==> src/rtl/fun.sv <==
// Sequential 8-bit unsigned restoring divider: y = floor(a / b).
// One quotient bit per clock, MSB first; divide by zero yields 8'hFF.
module fun (
  input  logic       clk_i,
  input  logic       rst_i,
  input  logic       start_i,
  input  logic [7:0] a_bi,
  input  logic [7:0] b_bi,
  output logic       busy_o,
  output logic [7:0] y_bo
);

  typedef enum logic {IDLE, WORK} state_e;

  state_e      state_q, state_d;
  logic [7:0]  a_q, a_d;
  logic [7:0]  b_q, b_d;
  logic [7:0]  q_q, q_d;
  logic [7:0]  y_q, y_d;
  logic [8:0]  rem_q, rem_d;
  logic [8:0]  rem_sh;
  logic [2:0]  cnt_q, cnt_d;
  logic        qbit;

  always_ff @(posedge clk_i) begin
    if (rst_i) begin
      state_q <= IDLE;
      a_q     <= '0;
      b_q     <= '0;
      q_q     <= '0;
      y_q     <= '0;
      rem_q   <= '0;
      cnt_q   <= '0;
    end else begin
      state_q <= state_d;
      a_q     <= a_d;
      b_q     <= b_d;
      q_q     <= q_d;
      y_q     <= y_d;
      rem_q   <= rem_d;
      cnt_q   <= cnt_d;
    end
  end

  // The remainder is always below the divisor, so its low 8 bits hold it fully;
  // the 9th bit gives headroom after the shift so the compare never overflows.
  always_comb begin
    state_d = state_q;
    a_d     = a_q;
    b_d     = b_q;
    q_d     = q_q;
    y_d     = y_q;
    rem_d   = rem_q;
    cnt_d   = cnt_q;
    rem_sh  = {rem_q[7:0], a_q[cnt_q]};
    qbit    = (rem_sh >= {1'b0, b_q});

    case (state_q)
      IDLE: begin
        if (start_i) begin
          a_d     = a_bi;
          b_d     = b_bi;
          rem_d   = '0;
          q_d     = '0;
          cnt_d   = 3'd7;
          state_d = WORK;
        end
      end
      WORK: begin
        rem_d = qbit ? (rem_sh - {1'b0, b_q}) : rem_sh;
        q_d   = {q_q[6:0], qbit};
        if (cnt_q == 3'd0) begin
          y_d     = {q_q[6:0], qbit};
          state_d = IDLE;
        end else begin
          cnt_d = cnt_q - 3'd1;
        end
      end
    endcase
  end

  assign busy_o = (state_q == WORK);
  assign y_bo   = y_q;

endmodule

==> config.mk <==
export PLATFORM = sky130hd
export DESIGN_NAME = fun
export DESIGN_NICKNAME = d
export VERILOG_FILES = /design/src/rtl/fun.sv
export SDC_FILE = /design/constraint.sdc
export NUM_CORES = 1
export LEC_CHECK = 0
export BUFFER_PORTS_ARGS = -buffer_cell sky130_fd_sc_hd__buf_2
export CAP_MARGIN = 20
export CORE_ASPECT_RATIO = 1.2
export CORE_MARGIN = 1.5
export CORE_UTILIZATION = 23
export DETAILED_ROUTE_END_ITERATION = 16
export PLACE_DENSITY = 0.37
export SYNTH_ARGS = -nofsm -noshare
export SYNTH_HDL_FRONTEND = slang
export SYNTH_SLANG_ARGS = --single-unit
==> constraint.sdc <==
create_clock -name clk_i -period 2.89 [get_ports clk_i]
set_input_delay 0.1445 -clock clk_i [delete_from_list [all_inputs] [get_ports clk_i]]
set_output_delay 0.1445 -clock clk_i [all_outputs]
set_load 0.01 [all_outputs]
# Word-level counts from Yosys, hierarchy flattened
# Cells that the tools add are included.
[totals]
elab_cells = 31
register_bits = 43
out_inout_bits = 9
in_bits = 19
[classes]
bitwise_logic = 1
eq_ne = 2
order_cmp = 2
reduce_logical = 4
n_addsub = 2
n_mux = 13
[op_table]
columns = ["cell", "n"]
rows = [
  ["two-way mux 8 bit", 2],
  ["one-hot mux 8 bit (2 select lines)", 1],
  ["one-hot mux 7 bit (2 select lines)", 1],
  [">= comparator 9 x 8 -> 1 bit", 1],
  ["subtractor 8 bit", 1],
  ["two-way mux 7 bit", 1],
  ["two-way mux 3 bit", 2],
  ["one-hot mux 3 bit (2 select lines)", 1],
  ["AND reduction 2 bit", 3],
  ["< comparator 3 x 4 -> 1 bit, second input constant", 1],
  ["!= test 2 bit, second input constant", 2],
  ["binary-select mux 1 bit (select 3 bit)", 1],
  ["zero test 3 bit", 1],
  ["two-way mux 1 bit", 3],
  ["subtractor 3 x 1 -> 3 bit, second input constant", 1],
  ["one-hot mux 1 bit (2 select lines)", 1],
  ["NOT 1 bit", 1],
]

# Longest topological paths before layout
[depth]
ltp_word = 5
ltp_mapped = 9
depth_no_buf = 9

# Worst setup path after synthesis
# Ideal clock, no wire load.
[synth_timing]
kind = "register to register"
start = "register cnt_q[1]"
end = "register rem_q[0]"
path_buffers = 0
path_stages_with_launch = 9
slack_ns = 0.729
t_required_ns = 2.773
setup_time_ns = 0.117
t_arrival_ns = 2.045
synth_period_minus_slack_ns = 2.161
path_cell_list = "dfxtp_1 mux4_2 mux2i_4 ha_1 nor2b_1 o21a_1 o21a_2 mux2i_1 a22o_1"
[synth_via]
elab_chain_cells = 5
elab_cells_between_ends = 6
cone_classes = "add/sub (1); order compare (1); mux (4)"
[synth_rtl]
columns = ["element", "line", "source"]
rows = [
  ["from (decl)", "22", "logic [2:0] cnt_q, cnt_d;"],
  ["from (signal assigned)", "41", "cnt_q <= cnt_d;"],
  ["binary-select mux 1 bit (select 3 bit) (*)", "55", "rem_sh = {rem_q[7:0], a_q[cnt_q]};"],
  ["two-way mux 1 bit (not written as such) (*)", "55", ""],
  ["subtractor 8 bit / >= comparator 9 x 8 -> 1 bit (equally long branches)", "70, 56", ""],
  ["two-way mux 8 bit (*)", "70", "rem_d = qbit ? (rem_sh - {1'b0, b_q}) : rem_sh;"],
  ["one-hot mux 8 bit (2 select lines) (*)", "58", "case (state_q)"],
  ["to (signal assigned)", "40", "rem_q <= rem_d;"],
  ["to (decl)", "20", "logic [8:0] rem_q, rem_d;"],
]
# Mark *: on every way between the ends. The rest lies on a longest branch, timed or not. The select of a mux whose other input is x is not followed.
# A chain may end at the register's enable or synchronous reset.

# Worst setup path in the final report
[layout_timing]
start = "register cnt_q[1]"
end = "register rem_q[6]"
# Same word-level chain as after synthesis.

==> out/results.ini <==
[routing]
drt-pass1-iter-count=4
wl_per_cell_um=12.8
via_count=1720
drc=0
drt.antenna.violating_nets=0
vias_per_cell=4.46
drt_iter0_drc=65
drt-total-wl_um=4940

[run_status]
status=complete, no violations

[finish]
area_growth_pct=17.6
drive_gt1_share_pct=18.4
stdcell_count=386
nNetsFinal=295
diodes=0

[yosys]
synth.cell_area_sq_um=2120
synth.avg_cell_area_sq_um=8.78
ys_seq_area_share_pct=40.5
synth_cells=242
yosysWarnings=0
synth_fp_nets=272
synth_top_area_cell=dfxtp_1
ys_types=44
synth_seq_cells=43
synth_top_cell_area_share_pct=40.5
synth_area_leaders=dfxtp_1, a21oi_1, nand2_1

[worst_setup_path]
reg2reg_from=cnt_q[1]
reg2reg_slack_ns=0.55
crit_arrival_ns=2.53
critPathRequiredTime_ns=3.08
reg2reg_depth=9
rr_endpoint=rem_q[6]
worstSetupPathType=flip-flop to flip-flop
crit_path_start_kind=flip-flop
cp-end-kind=flip-flop
worstPathMaxFanout=3

[timing]
rsz0062_at_grt=no
setup_violations=0
slew_headroom_pct=46.4
clock.fmax_ghz=0.428
fin_crit_sh_pct=80.9
fin_crit_ns=2.34
skew_ns=0.00845
slew_violations=0
finalHoldViolations=0
worst_slew_pin_slew_ns=0.803
tns_ns=0

[clock_network]
cts.clk_slew.worst_paths_ns=0.09
postCtsHoldBufs=0
cts_resized=0
cts_tree=yes
max-clock-path-buffers=2
cts_root_buffer=clkbuf_8
clock-sinks=43
numCtsBuffers=5
clock_latency_ns=0.30
htreeDepth=2
cts_setup_buffers=0

[floorplan]
core_area_sq_um=8990
initial_core_util_pct=23.6
fp.dieW_um=90.7
fp.dieH_um=108
die-area_sq_um=9820
io_pins=28
num_rows=38

[global_route]
antenna_found_initial=0
grt_overflow=0
grt_pass1_vias=1709
grt_pass1_wl_um=8110
grt_start_max_net_pins=39
grt_usage_pct=10.6

[placement]
hpwl_um=3570
io_buffers=27
dp_cells=378
globalplace.congestion=0.786

[hold_path]
worstHoldPathCells=3
hold_end=a_q[2]
min_path_type=input port to flip-flop
min_from=a_bi[2]

[power_and_ir_drop]
ir_drop_mv=0.265
pwr_density_cell_nw_per_um2=679
fin_total_pwr_mw=1.70
power.leakage_nw=1.03

[run]
max_cap_violations=0

## metal layers
metal,GRT usage [%],routed length (um)
met5,0,0
met2,19.0,2500
met3,2.11,125
met4,4.76,80
met1,12.2,2240
## stage by stage
stage / utilization, % / cell area [sq um] / hold slack [ns] / setup WS (ns)
finish: 27.8 / 2500 / 0.0725 / 0.552
global route: 27.8 / 2500 / 0.0760 / 0.362
CTS: 27.8 / 2500 / 0.0695 / 0.549
detailed placement: 26.3 / 2360 / 0.395 / 0.577
global placement: 26.3 / 2360 / 0.389 / 0.620
floorplan: - / 2120 / 0.280 / 0.729
## flip-flops by register name (all words and copies together), names as in the netlist
signal / cells
q_q: 7
b_q: 8
busy_o: 1
cnt_q: 3
a_q: 8
rem_q: 8
y_bo: 8
## power breakdown
part	total, mW	internal [mW]	switching (mW)	leakage, nW
combinational	0.463	0.205	0.258	0.617
sequential	0.668	0.631	0.0369	0.351
clock	0.566	0.345	0.222	0.0644
## how the worst max path moves through the flow
stage | startpoint | slack, ns | endpoint | cells past startpoint
after global placement | cnt_q[1] | 0.62 | rem_q[6] | 9
after detailed placement | cnt_q[1] | 0.58 | rem_q[0] | 8
final | cnt_q[1] | 0.55 | rem_q[6] | 9
after CTS | cnt_q[1] | 0.55 | rem_q[0] | 8
after floorplan | cnt_q[1] | 0.73 | rem_q[0] | 8
after global routing | cnt_q[1] | 0.36 | rem_q[6] | 9
## layout by cell type, fill, tap and decap left out, drive strengths merged, types with 2 or more instances in the layout
cell type   n
o21a        2
mux4        2
nand3b      2
mux2i      14
nor2       20
xor2        3
nor2b       3
o31ai       2
ha         10
a21oi      33
buf        29
nand2      39
a211oi      2
clkbuf      5
inv        13
dfxtp      43
nor3b       7
a22o        2
a31oi       2
nor3        2
a32oi       2
nand2b      5
bufinv      2
o21ai       9
## final cells by class
cell class                      instances  area (sq um)
Fill cell                             997          6490
Multi-Input combinational cell        173          1150
Sequential cell                        43           861
Timing Repair Buffer                   29           150
Tap cell                              120           150
Clock buffer                            5          68.8
Clock inverter                          3          67.6
Inverter                               13          48.8
## synthesized netlist by cell type, drive strengths merged
cell type / number
a211oi: 2
a21boi: 1
a21oi: 33
a22o: 2
a311oi: 1
a31o: 1
a31oi: 2
a32oi: 2
and2: 1
and3: 1
buf: 10
clkbuf: 3
dfxtp: 43
fa: 1
ha: 10
inv: 13
mux2i: 14
mux4: 2
nand2: 39
nand2b: 5
nand3: 1
nand3b: 2
nor2: 20
nor2b: 3
nor3: 2
nor3b: 7
nor4: 1
o21a: 2
o21ai: 9
o221a: 1
o311a: 1
o31ai: 2
or3b: 1
xnor2: 1
xor2: 3
## kinds of logic (layout without fill, tap and decap cells)
logic type      Yosys count  after routing  share of synthesized area [%]
mux                      16             16                           9.30
xor+xnor                  4              4                           1.65
fa+ha+maj                11             11                           6.83
simple gates             83             83                           18.8
compound gates           59             59                           17.6
buf+inv                  26             50                           5.30
flops                    43             43                           40.5
## critical path, stage by stage, from the launching register on
cell      delay [ns]
dfxtp_1         0.35
mux4_2          0.37
mux2i_4         0.07
ha_1            0.23
fa_1            0.41
nand2b_1        0.18
a21oi_1         0.20
nor4_1          0.07
a311oi_1        0.27
o31ai_1         0.09
Power figures use the tool's default switching activity.
